$ cat config.mk
export PLATFORM = sky130hd
export DESIGN_NAME = hazard_unit
export DESIGN_NICKNAME = d
export VERILOG_FILES = /design/src/rtl/hazard_pkg.sv /design/src/rtl/fwd_select.sv /design/src/rtl/hazard_unit.sv
export SDC_FILE = /design/constraint.sdc
export NUM_CORES = 1
export LEC_CHECK = 0
export CELL_PAD_IN_SITES_DETAIL_PLACEMENT = 1
export CELL_PAD_IN_SITES_GLOBAL_PLACEMENT = 1
export CORE_ASPECT_RATIO = 1.25
export CORE_MARGIN = 5
export CORE_UTILIZATION = 33
export DETAILED_ROUTE_END_ITERATION = 10
export HOLD_SLACK_MARGIN = 0.15
export MAX_ROUTING_LAYER = met4
export PLACE_DENSITY = 0.89
export SLEW_MARGIN = 15
export SYNTH_ARGS = -nofsm -noshare
export SYNTH_HDL_FRONTEND = slang
export SYNTH_SLANG_ARGS = --single-unit
$ cat constraint.sdc
create_clock -name clk -period 3.4 [get_ports clk]
set_input_delay 0.68 -clock clk [delete_from_list [all_inputs] [get_ports clk]]
set_output_delay 0.68 -clock clk [all_outputs]
set_load 0.05 [all_outputs]
$ cat src/rtl/hazard_pkg.sv
// Shared types and widths for the pipeline hazard unit.
package hazard_pkg;

  localparam int unsigned REG_ADDR_W = 5;
  localparam int unsigned NUM_REGS   = 32;
  localparam int unsigned FWD_SEL_W  = 2;
  localparam int unsigned CNT_W      = 2;

  typedef enum logic [FWD_SEL_W-1:0] {
    FWD_RF  = 2'b00,
    FWD_MEM = 2'b01,
    FWD_WB  = 2'b10
  } fwd_sel_e;

  typedef enum logic {
    IDLE     = 1'b0,
    LD_STALL = 1'b1
  } hz_state_e;

  // One-hot register mask for scoreboard set/clear.
  function automatic logic [NUM_REGS-1:0] reg_onehot(input logic [REG_ADDR_W-1:0] r);
    return NUM_REGS'(1) << r;
  endfunction

endpackage

$ cat src/rtl/fwd_select.sv
// Per-source forwarding mux select for the execute stage.
// Ports:
//   rs                  execute-stage source register
//   rd_m / regwrite_m   memory-stage destination and write flag
//   rd_w / regwrite_w   writeback-stage destination and write flag
//   sel                 00 RF, 01 MEM, 10 WB (MEM has priority)
module fwd_select
  import hazard_pkg::*;
#(
  parameter bit FWD_EN = 1'b1
) (
  input  logic [REG_ADDR_W-1:0] rs,
  input  logic [REG_ADDR_W-1:0] rd_m,
  input  logic                  regwrite_m,
  input  logic [REG_ADDR_W-1:0] rd_w,
  input  logic                  regwrite_w,
  output logic [FWD_SEL_W-1:0]  sel
);

  always_comb begin
    sel = FWD_RF;
    if (FWD_EN) begin
      if (regwrite_m && rd_m != '0 && rd_m == rs) begin
        sel = FWD_MEM;
      end else if (regwrite_w && rd_w != '0 && rd_w == rs) begin
        sel = FWD_WB;
      end
    end
  end

endmodule

$ cat src/rtl/hazard_unit.sv
// Pipeline hazard unit: forwarding selects, load-use / RAW / scoreboard /
// structural stalls, and branch flushes.
// Ports:
//   clk, rst                  clock, async active-high reset
//   rs_d, rs_used_d           decode sources and their valid bits
//   rs_e                      execute sources (forwarding)
//   rd_e, memread_e, regwrite_e   execute destination / load / write
//   rd_m, regwrite_m, rd_w, regwrite_w   MEM / WB destinations
//   mc_d                      decode holds a multi-cycle op
//   mc_issue, mc_rd           multi-cycle op enters the unit
//   mc_wb, mc_wb_rd           multi-cycle result written back
//   branch_taken_e            taken branch resolved in EX
//   fwd_sel                   per-source forwarding select
//   stall_f, stall_d, flush_d, flush_e   pipeline control
//   sb_busy                   pending multi-cycle write per register
module hazard_unit
  import hazard_pkg::*;
#(
  parameter int unsigned NUM_SRC  = 2,
  parameter int unsigned LOAD_LAT = 1,
  parameter int unsigned FWD_EN   = 1
) (
  input  logic                                 clk,
  input  logic                                 rst,
  input  logic [NUM_SRC-1:0][REG_ADDR_W-1:0]   rs_d,
  input  logic [NUM_SRC-1:0]                   rs_used_d,
  input  logic [NUM_SRC-1:0][REG_ADDR_W-1:0]   rs_e,
  input  logic [REG_ADDR_W-1:0]                rd_e,
  input  logic                                 memread_e,
  input  logic                                 regwrite_e,
  input  logic [REG_ADDR_W-1:0]                rd_m,
  input  logic                                 regwrite_m,
  input  logic [REG_ADDR_W-1:0]                rd_w,
  input  logic                                 regwrite_w,
  input  logic                                 mc_d,
  input  logic                                 mc_issue,
  input  logic [REG_ADDR_W-1:0]                mc_rd,
  input  logic                                 mc_wb,
  input  logic [REG_ADDR_W-1:0]                mc_wb_rd,
  input  logic                                 branch_taken_e,
  output logic [NUM_SRC-1:0][FWD_SEL_W-1:0]    fwd_sel,
  output logic                                 stall_f,
  output logic                                 stall_d,
  output logic                                 flush_d,
  output logic                                 flush_e,
  output logic [NUM_REGS-1:0]                  sb_busy
);

  // Counter preload; the LOAD_LAT=1 branch is never used.
  localparam logic [CNT_W-1:0] CNT_INIT = (LOAD_LAT > 1) ? CNT_W'(LOAD_LAT - 2) : '0;

  hz_state_e           state;
  logic [CNT_W-1:0]    cnt;
  logic                load_use;
  logic                raw_hz;
  logic                sb_hz;
  logic                struct_hz;
  logic                stall;
  logic [NUM_REGS-1:0] sb_set;
  logic [NUM_REGS-1:0] sb_clr;
  logic [NUM_REGS-1:0] sb_next;

  // Forwarding selects, one instance per source operand.
  for (genvar i = 0; i < NUM_SRC; i++) begin : g_fwd
    fwd_select #(
      .FWD_EN (FWD_EN != 0)
    ) u_fwd (
      .rs         (rs_e[i]),
      .rd_m       (rd_m),
      .regwrite_m (regwrite_m),
      .rd_w       (rd_w),
      .regwrite_w (regwrite_w),
      .sel        (fwd_sel[i])
    );
  end

  // Decode-stage hazard detection over all used, nonzero sources.
  always_comb begin
    load_use = 1'b0;
    raw_hz   = 1'b0;
    sb_hz    = 1'b0;
    for (int unsigned i = 0; i < NUM_SRC; i++) begin
      if (rs_used_d[i] && rs_d[i] != '0) begin
        if (memread_e && rd_e == rs_d[i]) load_use = 1'b1;
        if (sb_busy[rs_d[i]]) sb_hz = 1'b1;
        if ((regwrite_e && rd_e == rs_d[i]) ||
            (regwrite_m && rd_m == rs_d[i]) ||
            (regwrite_w && rd_w == rs_d[i])) raw_hz = 1'b1;
      end
    end
    // With forwarding enabled, plain RAW dependencies are bypassed.
    if (FWD_EN != 0) raw_hz = 1'b0;
  end

  assign struct_hz = mc_d && ((|sb_busy) || mc_issue);

  // Branch overrides every stall; controls are quiet during reset.
  assign stall   = !rst && !branch_taken_e &&
                   (load_use || state == LD_STALL || sb_hz || struct_hz || raw_hz);
  assign stall_f = stall;
  assign stall_d = stall;
  assign flush_d = !rst && branch_taken_e;
  assign flush_e = stall || (!rst && branch_taken_e);

  // Scoreboard next value: set wins over clear, x0 never busy.
  always_comb begin
    sb_set     = (mc_issue && mc_rd != '0) ? reg_onehot(mc_rd) : '0;
    sb_clr     = mc_wb ? reg_onehot(mc_wb_rd) : '0;
    sb_next    = (sb_busy & ~sb_clr) | sb_set;
    sb_next[0] = 1'b0;
  end

  // Load-stall FSM and scoreboard register.
  always_ff @(posedge clk or posedge rst) begin
    if (rst) begin
      state   <= IDLE;
      cnt     <= '0;
      sb_busy <= '0;
    end else begin
      sb_busy <= sb_next;
      if (branch_taken_e) begin
        state <= IDLE;
        cnt   <= '0;
      end else begin
        case (state)
          IDLE: begin
            if (load_use && LOAD_LAT > 1) begin
              state <= LD_STALL;
              cnt   <= CNT_INIT;
            end
          end
          LD_STALL: begin
            if (cnt == '0) state <= IDLE;
            else           cnt   <= cnt - CNT_W'(1);
          end
          default: begin
            state <= IDLE;
            cnt   <= '0;
          end
        endcase
      end
    end
  end

endmodule

==> metrics.yaml, run 1 <==
sta:
  post-route-period-util_pct: 96.8
  rsz0062_at_grt: "no"
  relSlewSlack_pct: 65.0
  slew_violations: 0
  max_freq_mhz: 304
  finClkSkew_ns: 0.00607
  finalHoldViolCount: 0
  fin_crit_ns: 3.29
  final-setup-viol-count: 0
  fin_setup_tns_ns: 0
  worst_slew_pin_slew_ns: 0.523
synthesis:
  syn_area_um2: 2560
  synth_edf_count: 0
  netlist_instances: 263
  yosysTopAreaCellShare_pct: 33.2
  synth.area.top_cells: "dfrtp_1, o21ai_0, mux4_1, xor2_1, mux4_2"
  ys_seq_area_share_pct: 33.2
  yosys.area.top_type: "dfrtp_1"
  synth_most_common_cell: "o21ai_0"
  synthTopCellsByCount: "o21ai_0, dfrtp_1, xor2_1"
  synth_seq_cells: 34
  synth-main-ff-cell: "dfrtp_1"
  async_reset_ff_share_pct: 100
  syn_area_per_cell_um2: 9.73
  yosysWarnings: 0
  yosysUniqueCellTypes: 45
  syn_nets: 321
min_path:
  min_from: "cnt[0]"
  min_delay_path_depth: 2
  hold_path.class: "reg2reg"
  whs_endpoint: "cnt[0]"
detailed_routing:
  ant_nets: 0
  vias: 2733
  wl_per_cell_um: 21.2
  first_iter_violations: 50
  wl_um: 10100
  firstDrtPassIters: 4
  drc: 0
  vias_per_cell: 5.75
finish:
  drive_above_1_share_pct: 17.6
  final_area_um2: 3930
  insertedDiodeCount: 0
  final_util_pct: 51.0
  fin_cells: 475
  final_nets: 437
  area.growth.synth_to_final_pct: 53.4
  fillers: 852
global_route:
  grt_pass1_wl_um: 15700
  antenna_found_initial: 0
  grt_max_degree: 35
  grt_pass1_vias: 3055
  grt_usage_pct: 22.1
  grt-ovfl-total: 0
floorplan:
  initial_utilization_pct: 33.2
  io_pins: 97
  rows: 36
  core_um2: 7700
  die_h_um: 108
  die_area_um2: 9630
  die_w_um: 88.8
setup_path:
  r2r_end: "cnt[1]"
  endpoint_kind: "output pin"
  cp_top_family: "simple AND/OR/NAND/NOR gates"
  path_class: "in2out"
  cp.buffers_inverters: 2
  cpPeakStageDelay_ns: 0.62
  worst-r2r-cell-count: 5
  path_cells: "clkdlybuf4s50_1 > or4_1 > o21ai_0 > or4_1 > nor4_4 > buf_12"
  critPathSlowestCell: "or4_1"
  crit_fanout: 3
  path_common_cell: "or4_1"
  arrival_ns: 2.61
  crit_path_start_kind: "input pin"
  rr_startpoint: "cnt[0]"
  path_depth: 6
  startpoint: "rd_w[4]"
  reg2reg_slack_ns: 2.05
  required_ns: 2.72
clock_tree:
  cts_hold_buf: 0
  numCtsBuffers: 5
  cts_tree: "yes"
  root_buffer: "clkbuf_8"
  path_clk_slew_ns: 0.07
  insertion_delay_ns: 0.29
  cts_sinks: 34
  cts_buffer_depth: 2
  cts_setup_buffers: 0
  htree_levels: 2
power:
  p_per_area_nw_per_um2: 482
  max-vdd-ir-drop_v: 0.000318
  p_leak_uw: 0.00155
outcome:
  status: "finished clean"
placement:
  placed_area_um2: 3780
  dp_hpwl_um: 8210
  gp_congestion: 0.938
  io_buffers: 94
  dpl.cell_count: 467
job:
  maxCapViolations: 0
==> metrics by stage <==
| stage | worst slack (ns) | total power, µW | hold slack [ns] |
|---|---|---|---|
| final | 0.109 | 1890 | 0.580 |
| after global routing | 0.00638 | 1980 | 0.621 |
| after CTS | 0.0269 | 1890 | 0.585 |
| after detailed placement | -0.383 | 1580 | 0.579 |
| after global placement | -0.306 | 1550 | 0.536 |
| after floorplan | -0.298 | 1160 | 0.510 |
==> flip-flops by register name, summed over array words and instances, names as in the netlist <==
register	flops
sb_busy	31
state	1
cnt	2
==> cell type report <==
type / count / area, µm² / share of cell area, %
inverters: 7 / 26.3 / 0.669
well taps: 95 / 119 / 3.03
flip-flops and latches: 34 / 851 / 21.7
clock buffers: 7 / 86.3 / 2.20
clock inverters: 1 / 5.00 / 0.127
repair buffers: 118 / 1150 / 29.3
multi-input cells: 213 / 1690 / 43.0
==> worst max-delay path by stage <==
stage                       endpoint  slack, ns
final                     fwd_sel[3]       0.11
after global routing         flush_e      0.006
after CTS                    stall_f       0.03
after detailed placement     stall_f      -0.38
after global placement       stall_d      -0.31
after floorplan              stall_f      -0.30
==> cells in the final DEF (no fill, tap or decap), types with 7 or more instances in the layout <==
master	synthesis	routed
nand2b_1	10	10
nor4_1	13	8
dlymetal6s2s_1	0	7
mux4_1	7	7
xnor2_1	13	13
dfrtp_1	34	34
buf_4	2	24
clkdlybuf4s50_1	0	76
inv_1	7	7
o21ai_0	66	65
nand2_1	9	9
mux2i_1	7	7
xor2_1	18	18
==> report_power, final <==
group	leakage [µW]	switching (µW)	internal, µW
combinational	0.00108	566	385
clock	0.0000482	146	163
sequential	0.000422	142	491
==> layer usage <==
metal | global-route usage [%] | share of wire, % | vias up
met1 | 24.7 | 40 | 1328
met4 | 9.18 | 3.6 | 0
met3 | 2.52 | 4.9 | 31
li1 | - | - | 1238
met2 | 39.1 | 51 | 136
met5 | - | 0 | -
==> kinds of logic (layout without fill, tap and decap cells) <==
| kind of cell | Yosys count | after routing | synth area share, % |
|---|---|---|---|
| other | 1 | 1 | 0.146 |
| DFF | 34 | 34 | 33.2 |
| adders and majority gates | 1 | 1 | 0.489 |
| muxes | 22 | 22 | 16.1 |
| AOI/OAI and AO/OA | 83 | 83 | 18.4 |
| xor gates and xnor gates | 31 | 31 | 10.6 |
| and+or+nand+nor | 75 | 75 | 17.7 |
| buffers and inverters | 16 | 133 | 3.32 |
==> worst min-delay path, cell delays in order (launching register included) <==
cell	delay, ns
dfrtp_1	0.38
xnor2_1	0.12
nor2_1	0.04
==> what timing repair did <==
action	in CTS	in global routing
gates resized for setup	14	12
setup endpoints to repair	3	4
cloned	0	0
pin swaps	2	3
Note: power is estimated with default switching activity, not from simulation.
==> run 2: changes to the inputs <==
--- a/config.mk
+++ b/config.mk
@@ -10,11 +10,13 @@
 export CORE_ASPECT_RATIO = 1.25
 export CORE_MARGIN = 5
 export CORE_UTILIZATION = 33
+export CTS_CLUSTER_SIZE = 14
 export DETAILED_ROUTE_END_ITERATION = 10
 export HOLD_SLACK_MARGIN = 0.15
 export MAX_ROUTING_LAYER = met4
 export PLACE_DENSITY = 0.89
-export SLEW_MARGIN = 15
+export SKIP_CTS_REPAIR_TIMING = 1
+export SLEW_MARGIN = 20
 export SYNTH_ARGS = -nofsm -noshare
 export SYNTH_HDL_FRONTEND = slang
 export SYNTH_SLANG_ARGS = --single-unit
==> run 2 against run 1 <==
Net effect:
- setup slack worse by 0.027 ns
- critical path depth is 1 higher
- power barely moved
- register-to-register slack about the same
- combinational power barely moved
- sequential cell count is the same
- first-iteration DRC count unchanged
- critical path type unchanged
- largest power group unchanged
==> metrics.yaml, run 2 (synthesis gave the netlist of run 1 again) <==
detailed_routing:
  wl_um: 10100  # about the same
  wl_met1_um: 4010  # was 4040 µm
  vias_per_cell: 5.70  # was 5.75
  first_iter_violations: 50  # unchanged
  wl_met3_um: 524  # was 498 µm
  firstDrtPassIters: 4  # unchanged
  wl_per_cell_um: 21.2  # about the same
  wl_met2_um: 5220  # was 5180 µm
  highest_layer: "met4"  # unchanged
  vias: 2709  # was 2733
  drc: 0  # unchanged
  ant_nets: 0  # unchanged
floorplan:
  die_h_um: 108  # unchanged
  initial_utilization_pct: 33.2  # unchanged
  io_pins: 97  # unchanged
  die_w_um: 88.8  # unchanged
  die_area_um2: 9630  # unchanged
  core_um2: 7700  # unchanged
  rows: 36  # unchanged
power:
  p_per_area_nw_per_um2: 481  # was 482 nW/µm²
  netSwitchingFraction_pct: 45.1  # about the same
  max-vdd-ir-drop_v: 0.000318  # about the same
  pwr-share-seq_pct: 33.4  # was 33.5%
  internal-power_uw: 1040  # about the same
  power.share.clock_pct: 16.3  # about the same
  p_sw_uw: 853  # was 854 µW
  pwr-share-comb_pct: 50.3  # was 50.2%
  p_leak_uw: 0.00157  # was 0.00155 µW
setup_path:
  path_class: "in2out"  # unchanged
  arrival_ns: 2.64  # was 2.61 ns
  r2r_end: "cnt[1]"  # unchanged
  worst-r2r-cell-count: 5  # unchanged
  rr_startpoint: "cnt[0]"  # unchanged
  crit_path_start_kind: "input pin"  # unchanged
  required_ns: 2.72  # about the same
  endpoint_kind: "output pin"  # unchanged
  reg2reg_slack_ns: 2.05  # about the same
  crit_fanout: 5  # was 3
sta:
  max_freq_mhz: 301  # was 304 MHz
  slew_violations: 0  # unchanged
  finalHoldViolCount: 0  # unchanged
  fin_setup_tns_ns: 0  # unchanged
  final-setup-viol-count: 0  # unchanged
  finClkSkew_ns: 0.00775  # was 0.00607 ns
  relSlewSlack_pct: 65.0  # about the same
  post-route-period-util_pct: 97.6  # was 96.8%
  fin_crit_ns: 3.32  # was 3.29 ns
  setup_ws_ns: 0.0822  # was 0.109 ns
  worst_slew_pin_slew_ns: 0.523  # about the same
  rsz0062_at_grt: "no"  # unchanged
clock_tree:
  insertion_delay_ns: 0.29  # about the same
  path_clk_slew_ns: 0.07  # about the same
  cts_tree: "yes"  # unchanged
  numCtsBuffers: 5  # unchanged
  cts_buffer_depth: 2  # unchanged
  htree_levels: 2  # unchanged
  cts_sinks: 34  # unchanged
  root_buffer: "clkbuf_8"  # unchanged
placement:
  pre_cts_slack_ns: -0.383  # unchanged
  gp_congestion: 0.938  # unchanged
  io_buffers: 94  # unchanged
  dp_hpwl_um: 8210  # unchanged
  dpl.cell_count: 467  # unchanged
  placed_area_um2: 3780  # unchanged
finish:
  drive_above_1_share_pct: 17.6  # unchanged
  final_nets: 437  # unchanged
  final_area_um2: 3940  # was 3930 µm²
  final_util_pct: 51.1  # was 51.0%
  largest-register: "sb_busy"  # unchanged
  fin_cells: 475  # unchanged
  final_cell_mix: "clkdlybuf4s50_1, o21ai_0, dfrtp_1, buf_4, xor2_1"  # unchanged
  largestRegisters: "sb_busy: 31 flops, cnt: 2 flops, state: 1 flops"  # unchanged
  layout_commonest_cell: "clkdlybuf4s50_1"  # unchanged
  largest_reg_flops: 31  # unchanged
  area.growth.synth_to_final_pct: 53.9  # was 53.4%
  insertedDiodeCount: 0  # unchanged
job:
  maxCapViolations: 0  # unchanged
min_path:
  min_from: "cnt[0]"  # unchanged
  min_delay_path_depth: 2  # unchanged
  whs_endpoint: "cnt[0]"  # unchanged
  hold_path.class: "reg2reg"  # unchanged
global_route:
  grt_pass1_vias: 3055  # unchanged
  grt-ovfl-total: 0  # unchanged
  grt_max_degree: 35  # unchanged
  antenna_found_initial: 0  # unchanged
  grt_pass1_wl_um: 15700  # about the same
  grt_usage_pct: 22.0  # was 22.1%
outcome:
  status: "finished clean"  # unchanged
[run 2: how the worst max path moves through the flow]
stage	from	end	slack, ns	depth (start not counted)
final	rs_d[0]	flush_e	0.08	7
after floorplan	rs_d[2]	stall_f	-0.30	7
after detailed placement	rs_d[0]	stall_f	-0.38	7
after global placement	rs_d[0]	stall_d	-0.31	7
after CTS	rs_d[0]	stall_f	-0.39	7
after global routing	rs_d[0]	flush_e	0.01	7
[run 2: final cells by class]
| cell class | count | area [µm²] |
|---|---|---|
| clock buffers | 7 | 86.3 |
| flip-flops and latches | 34 | 851 |
| multi-input cells | 213 | 1690 |
| well taps | 95 | 119 |
| inverters | 7 | 26.3 |
| clock inverters | 1 | 5.00 |
| repair buffers | 118 | 1160 |
| fillers | 850 | 3760 |
[run 2: per-layer routing]
metal	vias up	track usage, %
met5	-	-
met4	0	9.18
met3	25	2.52
met2	120	39.1
met1	1327	24.6
li1	1237	-
[run 2: power groups by stage]
stage,sequential [µW],combinational (µW),clock (µW)
after floorplan,885,276,0
after global placement,630,918,0
after detailed placement,632,943,0
after CTS,627,951,311
after global routing,646,1000,327
final,632,952,309
[run 2: critical path, stage by stage]
cell and delay [ns]:
clkbuf_2 0.16, mux4_1 0.57, mux4_2 0.53, a211oi_2 0.21, a311o_2 0.18, a41oi_2 0.11, buf_4 0.20
[run 2: stage by stage]
stage / hold slack, ns / power, µW
CTS: 0.585 / 1890
detailed placement: 0.579 / 1580
floorplan: 0.510 / 1160
global placement: 0.536 / 1550
finish: 0.581 / 1890
global route: 0.621 / 1980
==> run 3: changes to the inputs <==
--- a/config.mk
+++ b/config.mk
@@ -10,6 +10,7 @@
 export CORE_ASPECT_RATIO = 1.25
 export CORE_MARGIN = 5
 export CORE_UTILIZATION = 33
+export CTS_CLUSTER_DIAMETER = 150
 export CTS_CLUSTER_SIZE = 14
 export DETAILED_ROUTE_END_ITERATION = 10
 export HOLD_SLACK_MARGIN = 0.15
==> constraint.sdc (replaced) <==
create_clock -name clk -period 3.4 [get_ports clk]
set_input_delay 0.34 -clock clk [delete_from_list [all_inputs] [get_ports clk]]
set_output_delay 0.34 -clock clk [all_outputs]
set_load 0.05 [all_outputs]
==> run 3 against run 2 <==
Net effect:
- critical path type unchanged
- final area shrank 6.5%
- clock skew is 0.0070 ns lower
- maximum frequency up 6.4%
- power is 2.8% lower
- count of clock-buffer cells in the layout stayed put
- non-clock buffer count decreased by 17
- register-to-register slack gained 0.05 ns
- hold slack got worse by 0.012 ns
- setup slack improved by 0.20 ns
- sequential share of layout area is 1.5 points higher
- routed wire length down 1.4%
==> metrics.yaml, run 3 (synthesis gave the netlist of run 1 again) <==
outcome:
  status: "finished clean"  # unchanged
detailed_routing:
  wl_per_cell_um: 21.7  # was 21.2 µm
  first_iter_violations: 150  # was 50
  ant_nets: 0  # unchanged
  wl_um: 9940  # was 10100 µm
  drc: 0  # unchanged
  firstDrtPassIters: 4  # unchanged
  vias_per_cell: 5.88  # was 5.70
  vias: 2687  # was 2709
clock_tree:
  htree_levels: 2  # unchanged
  cts_buffer_depth: 2  # unchanged
  root_buffer: "clkbuf_8"  # unchanged
  cts_sinks: 34  # unchanged
  insertion_delay_ns: 0.28  # was 0.29 ns
  numCtsBuffers: 5  # unchanged
  cts_tree: "yes"  # unchanged
  path_clk_slew_ns: 0.07  # about the same
setup_path:
  worst-r2r-cell-count: 5  # unchanged
  path_class: "in2out"  # unchanged
  required_ns: 3.06  # was 2.72 ns
  crit_path_start_kind: "input pin"  # unchanged
  r2r_end: "cnt[1]"  # unchanged
  arrival_ns: 2.78  # was 2.64 ns
  startpoint: "rs_d[0]"  # unchanged
  crit_fanout: 5  # unchanged
  endpoint_kind: "output pin"  # unchanged
  reg2reg_slack_ns: 2.10  # was 2.05 ns
  rr_startpoint: "cnt[0]"  # unchanged
floorplan:
  die_h_um: 108  # unchanged
  core_um2: 7700  # unchanged
  die_w_um: 88.8  # unchanged
  die_area_um2: 9630  # unchanged
  rows: 36  # unchanged
  io_pins: 97  # unchanged
  initial_utilization_pct: 33.2  # unchanged
min_path:
  min_from: "cnt[0]"  # unchanged
  whs_endpoint: "cnt[0]"  # unchanged
  hold_path.class: "reg2reg"  # unchanged
  min_delay_path_depth: 2  # unchanged
placement:
  dp_hpwl_um: 7880  # was 8210 µm
  io_buffers: 94  # unchanged
  gp_congestion: 0.930  # was 0.938
  pre_cts_slack_ns: 0.272  # was -0.383 ns
job:
  maxCapViolations: 0  # unchanged
finish:
  largest_reg_flops: 31  # unchanged
  largest-register: "sb_busy"  # unchanged
  final_util_pct: 47.8  # was 51.1%
  final_nets: 420  # was 437
  insertedDiodeCount: 0  # unchanged
  area.growth.synth_to_final_pct: 43.9  # was 53.9%
  drive_above_1_share_pct: 10.5  # was 17.6%
  largestRegisters: "sb_busy: 31 flops, cnt: 2 flops, state: 1 flops"  # unchanged
  layout_commonest_cell: "clkdlybuf4s50_1"  # unchanged
  final_cell_mix: "clkdlybuf4s50_1, o21ai_0, dfrtp_1, xor2_1"  # was clkdlybuf4s50_1, o21ai_0, dfrtp_1, buf_4, xor2_1
sta:
  max_freq_mhz: 321  # was 301 MHz
  setup_ws_ns: 0.283  # was 0.0822 ns
  fin_setup_tns_ns: 0  # unchanged
  post-route-period-util_pct: 91.7  # was 97.6%
  finalHoldViolCount: 0  # unchanged
  worst_slew_pin_slew_ns: 0.511  # was 0.523 ns
  final-setup-viol-count: 0  # unchanged
  slew_violations: 0  # unchanged
  rsz0062_at_grt: "no"  # unchanged
  finClkSkew_ns: 0.000712  # was 0.00775 ns
  relSlewSlack_pct: 65.8  # was 65.0%
  fin_crit_ns: 3.12  # was 3.32 ns
power:
  p_leak_uw: 0.00137  # was 0.00157 µW
  power_uw: 1840  # was 1890 µW
  p_per_area_nw_per_um2: 500  # was 481 nW/µm²
  max-vdd-ir-drop_v: 0.000357  # was 0.000318 V
global_route:
  grt_pass1_vias: 2985  # was 3055
  grt_usage_pct: 21.6  # was 22.0%
  grt_max_degree: 35  # unchanged
  antenna_found_initial: 0  # unchanged
  grt-ovfl-total: 0  # unchanged
  grt_pass1_wl_um: 15600  # was 15700 µm
## run 3: worst max-delay path by stage
stage / endpoint / cells past startpoint
global placement: stall_f / 7
floorplan: fwd_sel[1] / 4
detailed placement: flush_e / 7
global route: flush_e / 7
finish: flush_e / 7
CTS: flush_e / 7
## run 3: cell type report
class / instances / area (µm²)
fillers: 877 / 4020
multi-input cells: 213 / 1630
repair buffers: 101 / 981
flip-flops and latches: 34 / 851
well taps: 95 / 119
clock buffers: 7 / 76.3
inverters: 7 / 26.3
## run 3: critical path, stage by stage
cell             delay [ns]
clkdlybuf4s50_1        0.61
mux4_1                 0.60
mux4_2                 0.50
a211oi_2               0.22
a311o_2                0.17
a41oi_2                0.12
buf_4                  0.22
## run 3: where the power goes
group / internal [µW] / leakage, µW / switching, µW
clock: 141 / 0.0000383 / 141
combinational: 368 / 0.000912 / 551
sequential: 491 / 0.000422 / 149
total: 1000 / 0.00137 / 840
## run 3: per-stage QoR
| stage | area, µm² | hold WS, ns | std cells |
|---|---|---|---|
| 6_report | 3680 | 0.569 | 457 |
| 5_1_grt | 3680 | 0.596 | 457 |
| 4_1_cts | 3680 | 0.576 | 457 |
| 3_5_place_dp | 3610 | 0.567 | 450 |
| 3_3_place_gp | 3610 | 0.535 | 450 |
| 2_1_floorplan | 2570 | 0.406 | 263 |
## run 3: routing by layer
| metal | track usage [%] | vias to the layer above | routed length, µm |
|---|---|---|---|
| li1 | - | 1204 | - |
| met1 | 24.8 | 1327 | 3890 |
| met2 | 37.3 | 131 | 5070 |
| met3 | 2.74 | 25 | 654 |
| met4 | 8.86 | 0 | 323 |
| met5 | - | - | 0 |
